**src/rtl/rect_raster_engine.sv**
```systemverilog
// Rectangle rasteriser: clips a box to the visible screen and streams its pixels,
// solid or outline, row-major over a valid/ready pixel interface.
module rect_raster_engine #(
    parameter int X_W      = 9,
    parameter int Y_W      = 8,
    parameter int C_W      = 3,
    parameter int SCREEN_W = 320,
    parameter int SCREEN_H = 240
) (
    input  logic           iClock,
    input  logic           iReset,
    input  logic           iCmdValid,
    output logic           oCmdReady,
    input  logic [X_W-1:0] iX,
    input  logic [Y_W-1:0] iY,
    input  logic [X_W-1:0] iXs,
    input  logic [Y_W-1:0] iYs,
    input  logic [C_W-1:0] iColour,
    input  logic           iMode,
    output logic           oPlot,
    input  logic           iPixReady,
    output logic [X_W-1:0] oX,
    output logic [Y_W-1:0] oY,
    output logic [C_W-1:0] oColour,
    output logic           oBusy,
    output logic           oDone
);

    typedef enum logic [1:0] {IDLE, DRAW, DONE} state_t;

    localparam logic [X_W:0] SCREEN_W_EXT = SCREEN_W[X_W:0];
    localparam logic [Y_W:0] SCREEN_H_EXT = SCREEN_H[Y_W:0];

    state_t         state_reg;
    state_t         state_next;
    logic           armed_reg;
    logic [X_W-1:0] x_reg;
    logic [X_W-1:0] x_first_reg;
    logic [X_W-1:0] x_last_reg;
    logic [Y_W-1:0] y_reg;
    logic [Y_W-1:0] y_first_reg;
    logic [Y_W-1:0] y_last_reg;
    logic [C_W-1:0] colour_reg;
    logic           outline_reg;

    logic [X_W-1:0] x_next;
    logic [Y_W-1:0] y_next;
    logic [X_W:0]   x_room;
    logic [X_W:0]   eff_w;
    logic [Y_W:0]   y_room;
    logic [Y_W:0]   eff_h;
    logic [X_W-1:0] x_last_cmd;
    logic [Y_W-1:0] y_last_cmd;
    logic           empty_cmd;
    logic           accept;
    logic           xfer;
    logic           last_pixel;

    // Clipping runs one bit wider than the coordinates so no sum can wrap.
    always_comb begin
        x_room     = SCREEN_W_EXT - {1'b0, iX};
        y_room     = SCREEN_H_EXT - {1'b0, iY};
        eff_w      = ({1'b0, iXs} < x_room) ? {1'b0, iXs} : x_room;
        eff_h      = ({1'b0, iYs} < y_room) ? {1'b0, iYs} : y_room;
        empty_cmd  = ({1'b0, iX} >= SCREEN_W_EXT) || ({1'b0, iY} >= SCREEN_H_EXT) ||
                     (eff_w == '0) || (eff_h == '0);
        // The true last coordinate is on screen, so modulo arithmetic is exact here.
        x_last_cmd = iX + eff_w[X_W-1:0] - 1'b1;
        y_last_cmd = iY + eff_h[Y_W-1:0] - 1'b1;
    end

    assign accept     = iCmdValid && oCmdReady;
    assign xfer       = oPlot && iPixReady;
    assign last_pixel = (x_reg == x_last_reg) && (y_reg == y_last_reg);

    // Next scan position; interior outline rows skip straight to the right column.
    always_comb begin
        x_next = x_reg + 1'b1;
        y_next = y_reg;
        if (x_reg == x_last_reg) begin
            x_next = x_first_reg;
            y_next = y_reg + 1'b1;
        end else if (outline_reg && (y_reg != y_first_reg) && (y_reg != y_last_reg)) begin
            x_next = x_last_reg;
        end
    end

    always_ff @(posedge iClock or posedge iReset) begin
        if (iReset) begin
            state_reg <= IDLE;
        end else begin
            state_reg <= state_next;
        end
    end

    always_comb begin
        state_next = state_reg;
        oCmdReady  = 1'b0;
        oPlot      = 1'b0;
        oBusy      = 1'b0;
        oDone      = 1'b0;
        case (state_reg)
            IDLE: begin
                oCmdReady = armed_reg;
                if (iCmdValid && armed_reg) begin
                    state_next = empty_cmd ? DONE : DRAW;
                end
            end
            DRAW: begin
                oPlot = 1'b1;
                oBusy = 1'b1;
                if (iPixReady && last_pixel) begin
                    state_next = DONE;
                end
            end
            DONE: begin
                oBusy      = 1'b1;
                oDone      = 1'b1;
                state_next = IDLE;
            end
            default: state_next = IDLE;
        endcase
    end

    // Position registers double as the pixel outputs, so they only move on a
    // transfer that has a successor and otherwise keep the last emitted pixel.
    always_ff @(posedge iClock or posedge iReset) begin
        if (iReset) begin
            armed_reg   <= 1'b0;
            x_reg       <= '0;
            x_first_reg <= '0;
            x_last_reg  <= '0;
            y_reg       <= '0;
            y_first_reg <= '0;
            y_last_reg  <= '0;
            colour_reg  <= '0;
            outline_reg <= 1'b0;
        end else begin
            armed_reg <= 1'b1;
            if (accept && !empty_cmd) begin
                x_reg       <= iX;
                x_first_reg <= iX;
                x_last_reg  <= x_last_cmd;
                y_reg       <= iY;
                y_first_reg <= iY;
                y_last_reg  <= y_last_cmd;
                colour_reg  <= iColour;
                outline_reg <= iMode;
            end else if (xfer && !last_pixel) begin
                x_reg <= x_next;
                y_reg <= y_next;
            end
        end
    end

    assign oX      = x_reg;
    assign oY      = y_reg;
    assign oColour = colour_reg;

endmodule

```
**config.mk**
```make
export PLATFORM = sky130hd
export DESIGN_NAME = rect_raster_engine
export DESIGN_NICKNAME = d
export VERILOG_FILES = /design/src/rtl/rect_raster_engine.sv
export SDC_FILE = /design/constraint.sdc
export NUM_CORES = 1
export LEC_CHECK = 0
export BUFFER_PORTS_ARGS = -buffer_cell sky130_fd_sc_hd__buf_4
export CELL_PAD_IN_SITES_DETAIL_PLACEMENT = 0
export CELL_PAD_IN_SITES_GLOBAL_PLACEMENT = 1
export CORE_MARGIN = 2
export CORE_UTILIZATION = 30
export DETAILED_ROUTE_END_ITERATION = 10
export GPL_TIMING_DRIVEN = 0
export PLACE_DENSITY = 0.59
export REMOVE_ABC_BUFFERS = 1
export SLEW_MARGIN = 10
export SYNTH_ARGS = -nofsm -noshare
export SYNTH_HDL_FRONTEND = slang
export SYNTH_SLANG_ARGS = --single-unit
```
**constraint.sdc**
```tcl
create_clock -name iClock -period 7.3 [get_ports iClock]
set_clock_uncertainty 0.05 [all_clocks]
set_input_delay 0 -clock iClock [delete_from_list [all_inputs] [get_ports iClock]]
set_output_delay 0 -clock iClock [all_outputs]
set_load 0.005 [all_outputs]
```
==> flow_metrics.env, run 1 <==
export IMPL_pin_count=66
export IMPL_maxCapViolations=0
export IMPL_synthAdderAreaFrac_pct=13.2
export IMPL_final_util_pct=38.2
export IMPL_track_usage_pct=14.7
export IMPL_layout_min_cycle_time_ns=5.25
export IMPL_avgSynthCellArea_um2=9.83
export IMPL_synth_mux_area_share_pct=18.7
export IMPL_start_util_pct=31.0
export IMPL_grt_ovfl_total=0
export IMPL_fin_cells=808
export IMPL_pre_cts_ws_ns=2.28
export IMPL_cellLeakagePower_nw=2.95
export IMPL_slew_viol_final=0
export IMPL_die_w_um=132
export IMPL_insertedDiodeCount=0
export IMPL_final_common_cell="buf_4"
export IMPL_synth_seq_area_share_pct=29.3
export IMPL_relSlewSlack_pct=28.6
export IMPL_gp_congestion=0.816
export IMPL_p_per_area_nw_per_um2=338
export IMPL_synth_edf_count=0
export IMPL_drt_wl_total_um=12300
export IMPL_via_count=3768
export IMPL_synthCells=504
export IMPL_slowest_stage="dlygate4sd3_1"
export IMPL_max_stage_delay_ns=0.54
export IMPL_cts_sinks=58
export IMPL_synthSimpleGateAreaFrac_pct=11.3
export IMPL_synth_xor_area_share_pct=11.7
export IMPL_async_flop_share_pct=100
export IMPL_synth_cell_types=47
export IMPL_area_growth_pct=23.4
export IMPL_fmax_mhz=190
export IMPL_min_period_over_period_pct=72.0
export IMPL_grt_first_pass_wirelength_um=20300
export IMPL_clkTransAtPathRegs_ns=0.05
export IMPL_place_inst=773
export IMPL_cts_buffers=9
export IMPL_synth_top_family_by_area="multiplexers"
export IMPL_drive_gt1_share_pct=23.5
export IMPL_synth_ff_type="dfrtp_1"
export IMPL_status="complete, no violations"
export IMPL_end_kind="flip-flop"
export IMPL_fin_ws_ns=2.05
export IMPL_cts_tree="done"
export IMPL_rows=46
export IMPL_cp_max_fo=15
export IMPL_drc=0
export IMPL_cts_buffer_depth=2
export IMPL_crit_path_start_kind="input port"
export IMPL_tns_ns=0
export IMPL_port_buffers=65
export IMPL_die_h_um=132
export IMPL_min_path_type="in2reg"
export IMPL_final_cell_mix="buf_4 (65), dfrtp_1 (58), inv_1 (57)"
export IMPL_worst_slew_pin_transition_ns=1.07
export IMPL_finalSetupViolations=0
export IMPL_core_um2=16000
export IMPL_vias_per_cell=4.66
export IMPL_yosys_warnings=0
export IMPL_cp_arrival_ns=5.42
export IMPL_cp_required_ns=7.46
export IMPL_cts_root_buf="clkbuf_16"
export IMPL_routedWlPerCell_um=15.2
export IMPL_clk_latency_ns=0.33
export IMPL_synth_area_um2=4950
export IMPL_synth_compound_area_share_pct=8.69
export IMPL_synth_seq_cells=58
export IMPL_finalHoldViolCount=0
export IMPL_antenna_found_initial=0
export IMPL_nets=683
export IMPL_grt_setup_unrepaired="no"
export IMPL_path_class="in2reg"
export IMPL_dr_first_iter_drc_count=179
export IMPL_die_area_um2=17600
export IMPL_ant_nets=0
export IMPL_ir_drop_mv=0.144
export IMPL_grt_max_degree=59
export IMPL_grt_pass1_vias=3852
export IMPL_dr_pass1_iters=4
export IMPL_cts_htree_levels=3
export IMPL_hpwlAfterDp_um=9540
metal layers:
layer	part of all wire (%)	track usage, %	vias to the layer above
met5	0	0	-
met4	1.6	5.68	0
met3	2.9	1.95	12
met2	43	21.7	64
met1	53	21.6	1782
li1	-	-	1910
cell type report:
type / instances / area, um^2
well taps: 216 / 270
inverters: 58 / 220
fillers: 1656 / 9890
flip-flops and latches: 58 / 1450
repair buffers: 89 / 748
multi-input cells: 374 / 3160
clock buffers: 13 / 260
cell families after synthesis:
group                    after synthesis
AND/OR/NAND/NOR                      110
AO/OA/AOI/OAI                         71
other                                  1
XOR/XNOR                              66
flip-flops                            58
multiplexers                          75
adder cells (fa/ha/maj)               51
buffers and inverters                 72
through the flow:
| stage | power, W | instance area [um^2] | hold slack [ns] |
|---|---|---|---|
| finish | 0.00206 | 6110 | 0.0701 |
| global route | 0.00224 | 6110 | 0.135 |
| CTS | 0.00209 | 6110 | 0.0507 |
| detailed placement | 0.00169 | 5630 | 0.148 |
| global placement | 0.00168 | 5580 | 0.187 |
| floorplan | 0.00136 | 4820 | 0.0987 |
worst max-delay path, delay by kind of cell:
kind / cells / cell delay [ns]
adders and majority gates: 5 / 1.52
AOI/OAI and AO/OA: 7 / 1.34
and+or+nand+nor: 5 / 0.95
buffers and inverters: 4 / 0.92
xor gates and xnor gates: 3 / 0.44
muxes: 1 / 0.25
repair_timing:
| action | CTS | global route |
|---|---|---|
| hold buffers | 22 | 0 |
| resized for setup | 0 | 0 |
| setup endpoints to repair | 0 | 0 |
| setup buffers | 0 | 0 |
| endpoints found under the hold margin | 95 | 0 |
report_power, final:
| group | internal [W] | leakage, nW | total, W | switching (W) |
|---|---|---|---|---|
| Sequential | 0.000482 | 0.686 | 0.000674 | 0.000191 |
| Clock | 0.000242 | 0.128 | 0.000379 | 0.000137 |
| Combinational | 0.000591 | 2.14 | 0.00101 | 0.000419 |
| Total | 0.00132 | 2.95 | 0.00206 | 0.000747 |
Yosys cell counts (2+ instances only):
cell,n,share of area (%)
o211ai_1,2,0.30
and2_1,2,0.25
nor3b_1,2,0.30
inv_1,58,4.4
mux2_4,29,8.8
mux2i_1,23,4.6
and3_1,4,0.51
nand4_1,16,2.0
buf_6,2,0.45
dfrtp_1,58,29
clkbuf_1,7,0.53
fa_1,2,0.81
o21ai_1,2,0.20
nand2_1,20,1.5
nor4_1,4,0.51
o31ai_1,2,0.30
o21bai_1,3,0.45
a31o_2,2,0.35
buf_12,3,1.2
mux2_2,23,5.2
a21o_1,4,0.61
nand3_1,10,1.0
o21ai_0,8,0.81
nor2_1,35,2.7
ha_1,49,12
o22ai_1,2,0.25
nand2b_1,4,0.51
xnor2_1,48,8.5
nor3_1,8,0.81
xor2_1,18,3.2
a21oi_1,38,3.8
path summary, 6_finish.rpt:
check,slack (ns),startpoint,cells past startpoint,endpoint
max reg2reg,3.96,oX[0],7,oY[7]
max in group asynchronous,6.38,iReset,3,x_last_reg[1]
max,2.05,iY[0],25,y_last_reg[7]
min,0.07,iCmdValid,4,state_reg[0]
min reg2reg,0.45,oColour[1],1,oColour[1]
min in group asynchronous,0.33,iReset,3,oColour[2]
Power figures use the tool's default switching activity.
==> run 2: changes to the inputs <==
==> constraint.sdc (replaced) <==
create_clock -name iClock -period 4.95 [get_ports iClock]
set_clock_uncertainty 0.05 [all_clocks]
set_input_delay 0 -clock iClock [delete_from_list [all_inputs] [get_ports iClock]]
set_output_delay 0 -clock iClock [all_outputs]
set_load 0.005 [all_outputs]
==> run 2 against run 1 <==
Against the previous run: sequential power is 47% higher; non-clock buffer count grew 10; count of clock-buffer cells in the layout stayed put.
==> flow_metrics.env, run 2 (synthesized netlist as in run 1, its figures left out) <==
export IMPL_status="complete, no violations"
export IMPL_vias_per_cell=4.66
export IMPL_cts_root_buf="clkbuf_16"
export IMPL_p_per_area_nw_per_um2=492
export IMPL_fin_ws_ns=0.252
export IMPL_met3_usage_pct=1.95
export IMPL_end_kind="flip-flop"
export IMPL_crit_start="iY[3]"
export IMPL_place_inst=773
export IMPL_grt_pass1_vias=3876
export IMPL_relSlewSlack_pct=27.8
export IMPL_max_stage_delay_ns=0.54
export IMPL_min_path_type="in2reg"
export IMPL_grt_util_met1_pct=21.6
export IMPL_die_h_um=132
export IMPL_clockPowerShare_pct=18.2
export IMPL_finalHoldViolCount=0
export IMPL_rr_endpoint="oY[7]"
export IMPL_drive_gt1_share_pct=26.0
export IMPL_cp_endpoint="y_last_reg[7]"
export IMPL_cts_buffers=9
export IMPL_routedWlPerCell_um=15.2
export IMPL_cts_buffer_depth=2
export IMPL_hpwlAfterDp_um=9540
export IMPL_fillers=1655
export IMPL_slew_viol_final=0
export IMPL_pin_count=66
export IMPL_pre_cts_ws_ns=-0.0670
export IMPL_via_count=3813
export IMPL_die_w_um=132
export IMPL_track_usage_pct=14.7
export IMPL_r2r_start="oX[0]"
export IMPL_slowest_stage="dlygate4sd3_1"
export IMPL_grt_setup_unrepaired="yes"
export IMPL_cts_sinks=58
export IMPL_cellLeakagePower_nw=3.02
export IMPL_cts_htree_levels=3
export IMPL_grt_max_degree=59
export IMPL_ant_nets=0
export IMPL_cp_max_fo=15
export IMPL_clkTransAtPathRegs_ns=0.05
export IMPL_final_cell_mix="buf_4 (74), dfrtp_1 (58), inv_1 (57)"
export IMPL_start_util_pct=31.0
export IMPL_grt_busiest_layer="met2"
export IMPL_ir_drop_mv=0.213
export IMPL_layout_min_cycle_time_ns=4.70
export IMPL_min_period_over_period_pct=94.9
export IMPL_antenna_found_initial=0
export IMPL_dr_first_iter_drc_count=198
export IMPL_grt_ovfl_total=0
export IMPL_final_util_pct=39.0
export IMPL_clk_latency_ns=0.33
export IMPL_switching_share_pct=36.3
export IMPL_port_buffers=65
export IMPL_final_area_um2=6240
export IMPL_maxCapViolations=0
export IMPL_drc=0
export IMPL_internal_power_w=0.00196
export IMPL_p_comb_share_pct=49.5
export IMPL_nets=694
export IMPL_placed_area_um2=5630
export IMPL_cts_tree="done"
export IMPL_worstHoldPathCells=3
export IMPL_drt_wl_total_um=12500
export IMPL_area_growth_pct=26.0
export IMPL_gp_congestion=0.816
export IMPL_gr_usage_met2_pct=21.7
export IMPL_fin_cells=819
export IMPL_whs_ns=0.0500
export IMPL_power_frac_seq_pct=32.3
export IMPL_path_class="in2reg"
export IMPL_die_area_um2=17600
export IMPL_worst_slew_pin_transition_ns=1.08
export IMPL_switchingPower_w=0.00111
export IMPL_cp_required_ns=5.11
export IMPL_r2r_cells=7
export IMPL_rows=46
export IMPL_core_um2=16000
export IMPL_r2r_setup_slack_ns=1.62
export IMPL_dr_pass1_iters=4
export IMPL_fmax_mhz=213
export IMPL_insertedDiodeCount=0
export IMPL_final_common_cell="buf_4"
export IMPL_finalSetupViolations=0
export IMPL_grt_first_pass_wirelength_um=20300
export IMPL_crit_path_start_kind="input port"
export IMPL_cp_arrival_ns=4.86
==> run 2: cell count changes in the layout (fill, tap and decap cells not counted), sizes merged <==
| cell | before | now |
|---|---|---|
| dlygate4sd3 | 22 | 23 |
| buf | 67 | 76 |
| nor2 | 36 | 37 |
==> run 2: metal layers <==
metal	vias to the layer above	routed length (um)
met5	-	0
met4	0	227
met3	14	301
met2	61	5370
met1	1801	6580
li1	1937	-
==> run 2: through the flow <==
step | TNS (ns) | power, W
floorplan | 0 | 0.00201
global placement | -43.34 | 0.00247
detailed placement | -0.0670 | 0.00250
CTS | 0 | 0.00309
global route | -0.0811 | 0.00333
finish | 0 | 0.00307
==> run 2: how the worst min path moves through the flow <==
stage	startpoint	endpoint	slack, ns
2_1_floorplan	iColour[0]	oColour[0]	0.1
3_3_place_gp	iColour[2]	oColour[2]	0.19
3_5_place_dp	iReset	oColour[2]	0.15
4_1_cts	iY[0]	oY[0]	0.03
5_1_grt	iY[0]	oY[0]	0.07
6_report	iY[0]	oY[0]	0.05
==> run 2: timing repair <==
item                       4_1_cts  5_1_grt
setup buffers                    0        9
hold buffers                    23        0
setup endpoints to repair        0        5
hold endpoints to repair        95        0
resized for setup                0       10
==> run 2: critical path, delay by kind of cell <==
kind | cells | cell delay, ns
and+or+nand+nor | 6 | 0.80
xor gates and xnor gates | 3 | 0.44
muxes | 1 | 0.25
buffers and inverters | 4 | 0.85
adders and majority gates | 4 | 1.11
AOI/OAI and AO/OA | 7 | 1.41
==> run 2: layout make-up <==
| type | instances | area (um^2) | share of cell area [%] |
|---|---|---|---|
| timing repair buffer | 99 | 826 | 13.2 |
| clock buffer | 13 | 260 | 4.17 |
| tap | 216 | 270 | 4.33 |
| sequential | 58 | 1450 | 23.3 |
| inverter | 58 | 220 | 3.53 |
| multi-input combinational | 375 | 3210 | 51.5 |
==> run 2: power by group through the flow <==
stage                     Sequential, W  Combinational, W  Clock, W
final                          0.000993           0.00152  0.000559
after global routing            0.00104           0.00170  0.000591
after CTS                      0.000999           0.00152  0.000573
after detailed placement        0.00101           0.00149         0
after global placement         0.000997           0.00148         0
after floorplan                0.000920           0.00109         0
==> run 3: changes to the inputs <==
--- a/config.mk
+++ b/config.mk
@@ -5,6 +5,7 @@
 export SDC_FILE = /design/constraint.sdc
 export NUM_CORES = 1
 export LEC_CHECK = 0
+export ABC_AREA = 1
 export BUFFER_PORTS_ARGS = -buffer_cell sky130_fd_sc_hd__buf_4
 export CELL_PAD_IN_SITES_DETAIL_PLACEMENT = 0
 export CELL_PAD_IN_SITES_GLOBAL_PLACEMENT = 1
@@ -12,7 +13,7 @@
 export CORE_UTILIZATION = 30
 export DETAILED_ROUTE_END_ITERATION = 10
 export GPL_TIMING_DRIVEN = 0
-export PLACE_DENSITY = 0.59
+export PLACE_DENSITY = 0.62
 export REMOVE_ABC_BUFFERS = 1
 export SLEW_MARGIN = 10
 export SYNTH_ARGS = -nofsm -noshare
==> run 3 against run 2 <==
Against the previous run: count of clock-buffer cells in the layout fell by 2; sequential share of layout area rose by 0.70 points; flip-flop and latch count did not move; non-clock buffer count fell by 20; die area rose by 0.86%; largest power group unchanged.
==> flow_metrics.env, run 3 <==
export IMPL_status="complete, no violations"
export IMPL_path_class="in2reg"
export IMPL_vias_per_cell=4.53
export IMPL_synthCells=679
export IMPL_maxCapViolations=0
export IMPL_drive_gt1_share_pct=15.3
export IMPL_synth_top_area_cell="dfrtp_1"
export IMPL_die_w_um=133
export IMPL_rows=47
export IMPL_drc=0
export IMPL_port_buffers=65
export IMPL_synth_common_cells="nand2_1 (163), inv_1 (100), dfrtp_1 (58), nand3_1 (58), ha_1 (49)"
export IMPL_cts_sinks=58
export IMPL_synth_seq_cells=58
export IMPL_ir_drop_mv=0.151
export IMPL_cp_required_ns=5.10
export IMPL_avgSynthCellArea_um2=7.36
export IMPL_crit_path_start_kind="input port"
export IMPL_max_stage_delay_ns=0.54
export IMPL_cts_htree_levels=3
export IMPL_nets=841
export IMPL_insertedDiodeCount=0
export IMPL_end_kind="flip-flop"
export IMPL_yosys_warnings=0
export IMPL_cts_buffer_depth=2
export IMPL_synth_area_top_cells="dfrtp_1 (29%), ha_1 (12%), nand2_1 (12%)"
export IMPL_grt_setup_unrepaired="no"
export IMPL_slew_viol_final=0
export IMPL_worst_slew_pin_transition_ns=0.953
export IMPL_synth_seq_area_share_pct=29.1
export IMPL_clk_latency_ns=0.33
export IMPL_met3_usage_pct=2.11
export IMPL_hpwlAfterDp_um=9450
export IMPL_track_usage_pct=14.6
export IMPL_r2r_cells=10
export IMPL_min_path_type="in2reg"
export IMPL_pin_count=66
export IMPL_routedWlPerCell_um=13.0
export IMPL_min_period_over_period_pct=90.3
export IMPL_dr_pass1_iters=4
export IMPL_drt_wl_total_um=12600
export IMPL_placed_area_um2=5610
export IMPL_synth_edf_count=0
export IMPL_grt_busiest_layer="met2"
export IMPL_finalHoldViolCount=0
export IMPL_clkTransAtPathRegs_ns=0.05
export IMPL_async_flop_share_pct=100
export IMPL_post_cts_setup_buffers=0
export IMPL_yosysMostFrequentCell="nand2_1"
export IMPL_dr_first_iter_drc_count=201
export IMPL_ant_nets=0
export IMPL_via_count=4405
export IMPL_core_um2=16400
export IMPL_gp_congestion=0.764
export IMPL_grt_max_degree=96
export IMPL_cts_tree="done"
export IMPL_layout_min_cycle_time_ns=4.47
export IMPL_synth_cell_types=41
export IMPL_gr_usage_met2_pct=23.5
export IMPL_whs_ns=0.0143
export IMPL_tns_ns=0
export IMPL_die_h_um=133
export IMPL_fmax_mhz=224
export IMPL_slowest_stage="dlygate4sd3_1"
export IMPL_cp_max_fo=12
export IMPL_final_cell_mix="nand2_1 (163), inv_1 (99), buf_4 (65)"
export IMPL_power_w=0.00274
export IMPL_grt_first_pass_wirelength_um=21200
export IMPL_cp_arrival_ns=4.62
export IMPL_cellLeakagePower_nw=3.24
export IMPL_worstHoldPathCells=3
export IMPL_grt_util_met1_pct=20.4
export IMPL_cts_root_buf="clkbuf_16"
export IMPL_start_util_pct=30.5
export IMPL_final_area_um2=6060
export IMPL_cts_buffers=9
export IMPL_grt_pass1_vias=4434
export IMPL_relSlewSlack_pct=36.4
export IMPL_synth_ff_type="dfrtp_1"
export IMPL_final_common_cell="nand2_1"
export IMPL_die_area_um2=17700
export IMPL_antenna_found_initial=0
export IMPL_finalSetupViolations=0
export IMPL_synth_area_um2=5000
export IMPL_area_growth_pct=21.3
export IMPL_synth_top_area_share_pct=29.1
export IMPL_p_per_area_nw_per_um2=453
export IMPL_grt_ovfl_total=0
==> run 3: changes by cell type in the layout (fill, tap and decap cells not counted), moves of 9 or more <==
cell,change
nand2_1,+144
xnor2_1,-35
a21oi_1,-16
mux2_4,-29
o21ai_0,+22
mux2i_1,-23
xor2_1,+28
o21ai_1,+11
nand3_1,+48
dlygate4sd3_1,-9
buf_4,-9
mux2_2,-23
inv_1,+42
==> run 3: kinds of logic (layout without fill, tap and decap cells) <==
group / after synthesis / in the layout / share of synthesized area (%)
AO/OA/AOI/OAI: 80 / 80 / 9.24
XOR/XNOR: 58 / 58 / 10.2
adder cells (fa/ha/maj): 51 / 51 / 13.1
buffers and inverters: 125 / 198 / 10.8
flip-flops: 58 / 58 / 29.1
other: 1 / 1 / 0.0751
AND/OR/NAND/NOR: 306 / 307 / 27.6
==> run 3: power by group <==
part / switching [W] / leakage [nW] / internal [W]
logic: 0.000664 / 2.38 / 0.000580
clock network: 0.000213 / 0.131 / 0.000349
registers: 0.000241 / 0.724 / 0.000697
==> run 3: area by class of cell <==
type	instances	area [um^2]
fillers	1714	10300
multi-input cells	497	3040
flip-flops and latches	58	1450
repair buffers	79	628
inverters	103	389
well taps	220	275
clock buffers	11	243
clock inverters	5	30.0
==> run 3: worst max-delay path, delay by kind of cell <==
family                   cells  cell delay (ns)
AO/OA/AOI/OAI                8             0.99
XOR/XNOR                     3             0.57
adder cells (fa/ha/maj)      4             1.10
buffers and inverters        6             0.96
AND/OR/NAND/NOR             11             0.99
==> run 3: worst paths after layout <==
| check | to | slack [ns] | from |
|---|---|---|---|
| worst max-delay path | x_last_reg[8] | 0.48 | iX[0] |
| worst min-delay path | x_first_reg[4] | 0.01 | iX[4] |
| worst max register to register | oY[0] | 1.87 | oX[4] |
| worst min register to register | x_first_reg[4] | 0.42 | x_first_reg[4] |
| max in group asynchronous | oX[3] | 4.06 | iReset |
| min in group asynchronous | oColour[0] | 0.31 | iReset |
==> run 3: stage by stage <==
stage                     cells  worst slack, ns  utilization [%]
final                       973            0.482             36.9
after global routing        973           0.0114             36.9
after CTS                   972            0.369             36.7
after detailed placement    942            0.604             34.2
after global placement      942            0.611             34.2
after floorplan             657             1.27                -
==> run 3: metal layers <==
metal  vias up  wire, um
met3        13       300
met2        59      5660
li1       2315         -
met1      2018      6460
met5         -         0
met4         0       181
==> run 3: what timing repair did <==
action | 4_1_cts | 5_1_grt
hold buffers | 14 | 0
hold endpoints to repair | 72 | 0
gates resized for setup | 0 | 4
endpoints found under the setup margin | 0 | 15
